**src/rtl/fetch_sequencer.sv**
```systemverilog
// Fetch sequencer: owns the PC, drives the program ROM and feeds decode via a 2-entry queue.
// Optional build macro FETCH_SEQUENCER_PERF_EN adds saturating stall/redirect counters.
module fetch_sequencer #(
  parameter int unsigned           DATA_WIDTH   = 32,
  parameter int unsigned           MEMORY_DEPTH = 32,
  parameter logic [DATA_WIDTH-1:0] RESET_PC     = 32'h00400000
) (
  input  logic                  clk,
  input  logic                  reset,
  output logic [DATA_WIDTH-1:0] Rom_Address,
  input  logic [DATA_WIDTH-1:0] Rom_Instruction,
  input  logic                  Redirect_Valid,
  input  logic [DATA_WIDTH-1:0] Redirect_PC,
  output logic                  Fetch_Valid,
  input  logic                  Fetch_Ready,
  output logic [DATA_WIDTH-1:0] Fetch_Instruction,
  output logic [DATA_WIDTH-1:0] Fetch_PC,
`ifdef FETCH_SEQUENCER_PERF_EN
  output logic [31:0]           Perf_Stall_Count,
  output logic [31:0]           Perf_Redirect_Count,
`endif
  output logic                  Fetch_Fault
);

  typedef struct packed {
    logic [DATA_WIDTH-1:0] pc;
    logic [DATA_WIDTH-1:0] instr;
    logic                  fault;
  } entry_t;

  typedef enum logic {RUN = 1'b0, HALT = 1'b1} state_e;

  localparam logic [DATA_WIDTH-1:0] TEXT_END =
    RESET_PC + DATA_WIDTH'(4 * MEMORY_DEPTH);

  state_e                state_q, state_d;
  logic [DATA_WIDTH-1:0] pc_q, pc_d;
  logic [1:0]            count_q, count_d;
  entry_t                slot0_q, slot0_d;
  entry_t                slot1_q, slot1_d;

  logic [DATA_WIDTH-1:0] fetch_addr;
  logic                  fetch_fault;
  logic                  can_fetch;
  logic                  pop;
  logic                  push;
  entry_t                new_entry;

  always_comb begin
    fetch_addr  = Redirect_Valid ? Redirect_PC : pc_q;
    fetch_fault = (fetch_addr < RESET_PC) ||
                  (fetch_addr >= TEXT_END) ||
                  (fetch_addr[1:0] != 2'b00);
    new_entry.pc    = fetch_addr;
    new_entry.instr = fetch_fault ? '0 : Rom_Instruction;
    new_entry.fault = fetch_fault;
  end

  assign Rom_Address = fetch_addr - RESET_PC;

  always_ff @(posedge clk) begin
    if (!reset) state_q <= RUN;
    else        state_q <= state_d;
  end

  always_comb begin
    state_d = state_q;
    if (push) state_d = fetch_fault ? HALT : RUN;
  end

  always_comb begin
    can_fetch = (state_q == RUN);
  end

  // A redirect voids the handshake and always pushes its target.
  assign pop  = (count_q != 2'd0) && Fetch_Ready && !Redirect_Valid;
  assign push = Redirect_Valid ||
                (can_fetch && ((count_q != 2'd2) || pop));

  always_comb begin
    slot0_d = slot0_q;
    slot1_d = slot1_q;
    count_d = count_q;
    pc_d    = pc_q;
    if (Redirect_Valid) begin
      slot0_d = new_entry;
      count_d = 2'd1;
    end else begin
      if (pop) begin
        slot0_d = slot1_q;
        count_d = count_q - 2'd1;
      end
      if (push) begin
        if (count_d == 2'd0) slot0_d = new_entry;
        else                 slot1_d = new_entry;
        count_d = count_d + 2'd1;
      end
    end
    if (push) pc_d = fetch_addr + DATA_WIDTH'(4);
  end

  always_ff @(posedge clk) begin
    if (!reset) begin
      pc_q    <= RESET_PC;
      count_q <= 2'd0;
      slot0_q <= '0;
      slot1_q <= '0;
    end else begin
      pc_q    <= pc_d;
      count_q <= count_d;
      slot0_q <= slot0_d;
      slot1_q <= slot1_d;
    end
  end

  assign Fetch_Valid       = (count_q != 2'd0);
  assign Fetch_PC          = slot0_q.pc;
  assign Fetch_Instruction = slot0_q.instr;
  assign Fetch_Fault       = slot0_q.fault;

`ifdef FETCH_SEQUENCER_PERF_EN
  logic [31:0] stall_cnt_q, stall_cnt_d;
  logic [31:0] redir_cnt_q, redir_cnt_d;

  always_comb begin
    stall_cnt_d = stall_cnt_q;
    redir_cnt_d = redir_cnt_q;
    if (can_fetch && (count_q == 2'd2) && !pop &&
        (stall_cnt_q != 32'hFFFF_FFFF))
      stall_cnt_d = stall_cnt_q + 32'd1;
    if (Redirect_Valid && (redir_cnt_q != 32'hFFFF_FFFF))
      redir_cnt_d = redir_cnt_q + 32'd1;
  end

  always_ff @(posedge clk) begin
    if (!reset) begin
      stall_cnt_q <= '0;
      redir_cnt_q <= '0;
    end else begin
      stall_cnt_q <= stall_cnt_d;
      redir_cnt_q <= redir_cnt_d;
    end
  end

  assign Perf_Stall_Count    = stall_cnt_q;
  assign Perf_Redirect_Count = redir_cnt_q;
`endif

endmodule

```
**config.mk**
```make
export PLATFORM = sky130hd
export DESIGN_NAME = fetch_sequencer
export DESIGN_NICKNAME = d
export VERILOG_FILES = /design/src/rtl/fetch_sequencer.sv
export SDC_FILE = /design/constraint.sdc
export NUM_CORES = 1
export LEC_CHECK = 0
export CORE_ASPECT_RATIO = 1.25
export CORE_MARGIN = 3
export CORE_UTILIZATION = 50
export DETAILED_ROUTE_END_ITERATION = 10
export DONT_BUFFER_PORTS = 1
export HOLD_SLACK_MARGIN = 0.12
export PLACE_DENSITY = 0.72
export RECOVER_POWER = 25
export SLEW_MARGIN = 5
export SYNTH_ARGS = -nofsm -noshare
export SYNTH_HDL_FRONTEND = slang
export SYNTH_SLANG_ARGS = --single-unit
```
**constraint.sdc**
```tcl
create_clock -name clk -period 3.7 [get_ports clk]
set_clock_uncertainty 0.2 [all_clocks]
set_input_delay 0.185 -clock clk [delete_from_list [all_inputs] [get_ports clk]]
set_output_delay 0.185 -clock clk [all_outputs]
set_load 0.02 [all_outputs]
```
## After elaboration in Yosys (flattened, before gate mapping)

Index checks and enable logic that the tools add are counted.

| storage, ports and cells | value |
|---|---|
| bits in registers | 165 |
| input bits | 68 |
| output and inout port bits | 98 |

| cells by class | value |
|---|---|
| add/sub/neg operators | 4 |
| $lt $le $gt $ge | 2 |
| eq/ne operators | 1 |
| muxes and demuxes | 11 |
| bitwise gates (word level) | 4 |
| reductions and logical operators | 13 |

Operators with widths:

| kind | count |
|---|---|
| 65-bit two-way mux | 4 |
| 32-bit two-way mux | 2 |
| 32-bit by 3-bit adder with 32-bit output, second input constant | 1 |
| 32-bit by 23-bit >= comparator with 1-bit output, second input constant | 1 |
| 32-bit by 23-bit < comparator with 1-bit output, second input constant | 1 |
| 32-bit by 23-bit subtractor with 32-bit output, second input constant | 1 |
| 2-bit two-way mux | 3 |
| 1-bit logical OR | 4 |
| 1-bit NOT | 4 |
| 2-bit nonzero test | 2 |
| 1-bit logical AND | 3 |
| 3-bit AND reduction | 1 |
| 2-bit by 1-bit adder with 2-bit output, second input constant | 1 |
| 2-bit zero test | 1 |
| 1-bit two-way mux | 2 |
| 2-bit != test, second input constant | 1 |
| 2-bit OR reduction | 1 |
| 2-bit by 1-bit subtractor with 2-bit output, second input constant | 1 |
| 1-bit zero test | 1 |

## Depth between registers and ports, before layout

Gate-level depths: netlist (run 1).

| depth | value |
|---|---|
| depth in word-level cells | 9 |
| mapped depth | 12 |
| depth with buffers taken out | 9 |

## Worst setup path after synthesis (run 1)

Ideal clock, no wire load.

| timing path | value |
|---|---|
| path kind | input-to-reg |
| start | input port Redirect_Valid |
| end | register pc_q[18] |
| arrival time | 2412 ps |
| data required time | 3378 ps |
| path slack | 966 ps |
| cell stages on the path | 12 |
| buffers on the path | 5 |
| path through | buf_6 -> buf_4 -> buf_2 -> buf_2 -> mux2i_1 -> inv_1 -> ha_1 -> a21boi_2 -> nand3_1 -> buf_2 -> o2111a_1 -> a311o_1 |

RTL lines:

| element | line | source |
|---|---|---|
| start: declaration | 12 | `input logic Redirect_Valid,` |
| 32-bit two-way mux | 50 | `fetch_addr = Redirect_Valid ? Redirect_PC : pc_q;` |
| net fetch_addr[3] | 42 | `logic [DATA_WIDTH-1:0] fetch_addr;` |
| 32-bit by 3-bit adder with 32-bit output | 99 | `if (push) pc_d = fetch_addr + DATA_WIDTH'(4);` |
| end signal: assignment | 109 | `pc_q <= pc_d;` |
| end: declaration | 37 | `logic [DATA_WIDTH-1:0] pc_q, pc_d;` |

The timed path passes the listed nets, and every way through them passes these cells.
A chain may end at the register's enable or synchronous reset.

## Worst setup path after layout (run 1)

| timing path | value |
|---|---|
| start | input port Redirect_PC[10] |
| end | register pc_q[29] |

| between the ends | value |
|---|---|
| word-level cells in the longest chain between the ends | 2 |

Ends and longest elaborated chain:

| element | line | source |
|---|---|---|
| start: declaration | 13 | `input logic [DATA_WIDTH-1:0] Redirect_PC,` |
| 32-bit two-way mux | 50 |  |
| 32-bit by 3-bit adder with 32-bit output | 99 |  |

No other way between the ends.

==> metrics.cfg, run 1 <==
[critical_path]
crit_slowest_cell=dlygate4sd3_1
critical_path.max_fanout=8
worstPathCellList=dlygate4sd3_1 -> nand3_2 -> dlygate4sd3_1 -> a22oi_4 -> dlygate4sd3_1 -> nand3_1 -> o311ai_0 -> dlygate4sd3_1 -> nand3_1
worstSetupPathType=input port to flip-flop
crit_buf_inv=4
rrSetupSlack_ns=0.31
startpoint_type=input port
reg2reg_depth=9
critPathMaxStageDelay_ns=0.72
cp_top_family=buffers and inverters
r2r_end=pc_q[22]$_SDFFE_PN1N_
cp-end-kind=flip-flop
r2r_start=pc_q[2]$_SDFFE_PN0N_
arrival_ns=3.67
crit_top_cell=dlygate4sd3_1
critPathRequiredTime_ns=3.82

[detailed_routing]
viasPerCell=6.52
post_drt_wl_per_cell_um=21.5
first_pass_iters=5
drt-initial-drc-count=722
dr_total_vias=8157
wirelength_um=26900
drtAntennaViolNets=0
remaining_drc_errors=0

[place]
placed_area_um2=8540
place_ws_ns=0.821
io_buffers=0
dp_hpwl_um=16400
globalplace.congestion=0.877
placedCellCount=1130

[layout]
drive_above_1_share=0.0882
diodes=0
layoutNonFillerInstCount=1252
mostFrequentLayoutCells=dfxtp_1 (165), nand2_1 (101), dlygate4sd3_1 (88)
fin_nets=1095
utilization=0.601
areaGrowthSynthToFinish_pct=17.3
final_common_cell=dfxtp_1
design_area_um2=10200

[worst_hold_path]
holdCritStartpoint=Redirect_PC[25]
hold_end=slot1_q[58]$_SDFFE_PN0P_
hp-class=input port to flip-flop
min_path_cells=2

[power]
total_leakage_power_nw=3.48
power_density_nw_per_um2=488
clockPowerShare=0.416
p_switching_mw=1.53
intPower_mw=3.43
max-vdd-ir-drop_mv=0.370
p_seq_frac=0.408
p_sw_frac=0.309
finalPower_mw=4.96
combinationalPowerShare=0.177

[synthesis]
synth_edf_count=0
ys_seq_area_frac=0.381
synth_top_area_share=0.381
synth_area_leaders=dfxtp_1 (38%), mux2i_1 (7.3%), nand4_1 (5.4%)
syn-mean-instance-area_um2=8.58
syn_area_um2=8660
synth-seq-cells=165
ys.warnings.count=0
synth_top_area_cell=dfxtp_1
synth-main-ff-cell=dfxtp_1
synth_cell_types=68
synth_nets=1085
synth-async-reset-ratio=0
postSynthCellCount=1009

[cts]
path_clk_slew_ns=0.07
insertion_delay_ns=0.43
clock_sinks=165
root_buffer=clkbuf_16
cts_buffers=17
cts_tree=built
clock_path_buffers=2
cts-htree-levels=4
post_cts_buffers=0

[sta]
setup_viol=0
final_max_slew_viol_count=0
fmax_mhz=281
slew_headroom=0.260
final.setup.tns_ns=0
min_period_ns=3.55
tightest_slew_ns=1.11
fin_hold_ws_ns=0.132
hold_viol=0
finalCritPeriodShare=0.960
rsz0062_at_grt=false
worst_slack_ns=0.146

[outcome]
status=finished, final reports clean

[floorplanning]
core.rowCount=53
die_area_um2=18900
die_w_um=124
pin_count=166
start_util=0.512
core_area_um2=16900
die-height_um=153

[global_routing]
grt_pass1_vias=7823
antenna_found_initial=0
grt_pass1_wl_um=42300
grt.total_usage=0.280
grt_overflow_total=0
grt_max_degree=138

[run]
drv_cap=0

power groups by stage:
stage	clock network (mW)	registers, mW	logic [mW]
finish	2.06	2.02	0.876
global route	2.16	2.04	0.950
CTS	2.08	2.02	0.865
detailed placement	0	2.06	0.737
global placement	0	2.06	0.724
floorplan	0	2.03	0.638
synth_stat cells, drive strengths merged (3+ instances only):
master	instances
a311oi	26
nand2	101
clkbuf	55
mux2i	66
or4	8
nand4b	5
buf	68
a31oi	3
mux2	8
nor2	78
dfxtp	165
o21ai	37
nand3	39
a21oi	17
o211ai	14
o311ai	6
nor3	9
inv	26
nor3b	4
a211oi	44
nand4	76
ha	8
a22oi	4
a311o	3
xnor2	13
o32ai	33
nor2b	6
and3	3
nor4	7
nand3b	4
o22ai	35
xor2	4
o21a	3
a21o	3
area by class of cell:
class / count / area (um2)
Inverter: 26 / 98.8
Multi-Input combinational cell: 695 / 4630
Sequential cell: 165 / 3300
Timing Repair Buffer: 114 / 1170
Tap cell: 220 / 275
Fill cell: 1446 / 6750
Clock inverter: 15 / 263
Clock buffer: 17 / 425
per-layer routing:
| metal | share of wire | vias up | wire length (um) | GRT usage |
|---|---|---|---|---|
| met2 | 0.48 | 374 | 13000 | 0.452 |
| li1 | - | 3803 | - | - |
| met3 | 0.094 | 90 | 2540 | 0.0881 |
| met5 | 0 | - | 0 | 0 |
| met4 | 0.046 | 0 | 1230 | 0.137 |
| met1 | 0.38 | 3890 | 10100 | 0.332 |
kinds of logic (layout without fill, tap and decap cells):
group,Yosys count,count (layout),synth area share
DFF,165,165,0.381
xor gates and xnor gates,17,17,0.0172
adders and majority gates,8,8,0.0116
muxes,74,74,0.0880
buffers and inverters,149,172,0.0865
and+or+nand+nor,351,351,0.205
AOI/OAI and AO/OA,245,245,0.210
state kept, by name, summed over array words and instances, names as in the netlist:
signal and cells:
slot1_q 65, Fetch_Instruction 32, Fetch_PC 32, pc_q 32
count_q 2, Fetch_Fault 1, state_q 1
worst max-delay path by stage:
stage                    startpoint                     to  slack [ns]  cells past startpoint
2_1_floorplan        Redirect_Valid  pc_q[18]$_SDFFE_PN0N_        0.97                     12
3_3_place_gp   pc_q[2]$_SDFFE_PN0N_  pc_q[26]$_SDFFE_PN0N_        0.94                      8
3_5_place_dp   pc_q[2]$_SDFFE_PN0N_  pc_q[26]$_SDFFE_PN0N_        0.82                      8
4_1_cts             Redirect_PC[10]  pc_q[29]$_SDFFE_PN0N_        0.28                      9
5_1_grt             Redirect_PC[10]  pc_q[29]$_SDFFE_PN0N_       0.009                      9
6_report            Redirect_PC[10]  pc_q[29]$_SDFFE_PN0N_        0.15                      9
what timing repair did:
| action | in CTS | in global routing |
|---|---|---|
| endpoints found under the hold margin | 164 | 0 |
| resized for setup | 0 | 0 |
| hold buffers | 90 | 0 |
(Power assumes the default switching activity.)
==> run 2, diff against run 1 <==
--- a/config.mk
+++ b/config.mk
@@ -7,11 +7,11 @@
 export LEC_CHECK = 0
 export CORE_ASPECT_RATIO = 1.25
 export CORE_MARGIN = 3
-export CORE_UTILIZATION = 50
+export CORE_UTILIZATION = 40
 export DETAILED_ROUTE_END_ITERATION = 10
 export DONT_BUFFER_PORTS = 1
 export HOLD_SLACK_MARGIN = 0.12
-export PLACE_DENSITY = 0.72
+export PLACE_DENSITY = 0.61
 export RECOVER_POWER = 25
 export SLEW_MARGIN = 5
 export SYNTH_ARGS = -nofsm -noshare
==> run 2 against run 1 <==
Effect of this change: sequential share of layout area fell by 0.18 points; design area rose by 0.54%; global-route usage fell by 5.3 points; register-to-register slack got worse by 0.10 ns; largest power group is now sequential cells; setup slack improved by 0.061 ns; power fell by 3.3%; routed wire length rose by 2.5%; via count fell by 1.9%; hold slack got worse by 0.0026 ns.
==> metrics.cfg, run 2 (same netlist as run 1, synthesis figures left out) <==
[outcome]
status=finished, final reports clean

[critical_path]
crit_top_cell=ha_1
r2r_start=count_q[0]$_SDFF_PN0_
worstPathCellList=inv_1 -> ha_1 -> nor3b_4 -> buf_6 -> o21ai_0 -> ha_1 -> nor3_4 -> clkbuf_16 -> nand4_1 -> dlygate4sd3_1 -> o22ai_1
startpoint_type=flip-flop
cp-end-kind=flip-flop
crit_slowest_cell=dlygate4sd3_1
critPathMaxStageDelay_ns=0.61
startpoint=count_q[0]$_SDFF_PN0_
worstSetupPathType=flip-flop to flip-flop
arrival_ns=3.64
critical_path.max_fanout=86
critPathRequiredTime_ns=3.84

[place]
io_buffers=0
dp_hpwl_um=17100
globalplace.congestion=0.844

[cts]
cts_buffers=17
clock_path_buffers=2
root_buffer=clkbuf_16
post_cts_buffers=0
insertion_delay_ns=0.43
cts_tree=built
path_clk_slew_ns=0.07
clock_sinks=165
cts-htree-levels=4

[floorplanning]
die_w_um=138
core.rowCount=59
pin_count=166
core_area_um2=21000
die-height_um=171
die_area_um2=23500
start_util=0.412

[power]
intPower_mw=3.27
finalPower_mw=4.79
p_sw_frac=0.318
max-vdd-ir-drop_mv=0.336
p_switching_mw=1.52
total_leakage_power_nw=3.46
p_seq_frac=0.421
combinationalPowerShare=0.183
clockPowerShare=0.395
power_density_nw_per_um2=469

[global_routing]
grt_pass1_vias=7515
grt.total_usage=0.227
grt_pass1_wl_um=42100
grt_max_degree=139
grt_overflow_total=0
antenna_found_initial=1

[layout]
top_register=slot1_q
largest_register_ffs=65
mostFrequentLayoutCells=dfxtp_1 (165), nand2_1 (101), dlygate4sd3_1 (91)
areaGrowthSynthToFinish_pct=18.0
fin_nets=1101
final_common_cell=dfxtp_1
drive_above_1_share=0.0906

[detailed_routing]
dr_total_vias=8004
drtAntennaViolNets=0
viasPerCell=6.10
drt-initial-drc-count=606
post_drt_wl_per_cell_um=21.0
first_pass_iters=8
wirelength_um=27600
remaining_drc_errors=0

[sta]
fin_hold_ws_ns=0.129
setup_viol=0
final_max_slew_viol_count=0
tightest_slew_ns=1.17
rsz0062_at_grt=false
slew_headroom=0.217
fmax_mhz=286
hold_viol=0
min_period_ns=3.49
finalCritPeriodShare=0.944
final.setup.tns_ns=0

[worst_hold_path]
holdCritStartpoint=Redirect_Valid
hp-class=input port to flip-flop

[run]
drv_cap=0

[run 2: changes by cell type in the layout (fill, tap and decap cells not counted), sizes merged]
cell,change
bufinv,-3
clkbuf,+4
dlygate4sd3,+3
clkinvlp,+2
diode,+1
buf,+2
clkinv,-2
[run 2: what timing repair did]
action	in CTS	in global routing
endpoints found under the setup margin	0	12
gates resized for setup	0	2
endpoints found under the hold margin	163	0
hold buffers	94	0
[run 2: power by group through the flow]
stage / Clock (mW) / Sequential (mW) / Combinational, mW
global route: 2.00 / 2.04 / 0.951
finish: 1.90 / 2.02 / 0.878
detailed placement: 0 / 2.06 / 0.739
floorplan: 0 / 2.03 / 0.638
CTS: 1.93 / 2.02 / 0.870
global placement: 0 / 2.06 / 0.733
[run 2: path summary, 6_finish.rpt]
kind,end,slack [ns],cells after the start
worst max-delay path,slot1_q[3]$_SDFFE_PN0P_,0.21,11
worst min-delay path,slot1_q[48]$_SDFFE_PN0P_,0.13,2
worst max register to register,slot1_q[3]$_SDFFE_PN0P_,0.21,11
worst min register to register,slot1_q[19]$_SDFFE_PN0P_,0.27,2
[run 2: stage by stage]
step / worst slack [ns] / area (um2) / util / cells
2_1_floorplan: 0.966 / 8660 / - / 1009
3_3_place_gp: 0.792 / 8610 / 0.409 / 1187
3_5_place_dp: 0.723 / 8610 / 0.409 / 1187
4_1_cts: 0.128 / 10200 / 0.486 / 1313
5_1_grt: 0.0106 / 10200 / 0.486 / 1313
6_report: 0.207 / 10200 / 0.486 / 1313
[run 2: worst max-delay path, delay by kind of cell, from the launching register on]
family | cells | cell delay, ns
buf+inv | 4 | 1.30
compound gates | 2 | 0.30
flops | 1 | 0.34
fa+ha+maj | 2 | 0.53
simple gates | 3 | 0.69
[run 2: layer usage]
metal	share of wire	vias up	global-route usage
met3	0.098	47	0.0718
met2	0.47	331	0.362
li1	-	3817	-
met1	0.39	3809	0.279
met4	0.034	0	0.101
met5	0	-	0
[run 2: final cells by class]
class	count	area [um2]
Timing Repair Buffer	120	1210
Clock buffer	20	467
Clock inverter	12	158
Tap cell	274	343
Antenna cell	1	2.50
Multi-Input combinational cell	695	4630
Sequential cell	165	3300
Inverter	26	98.8
Fill cell	2029	10800
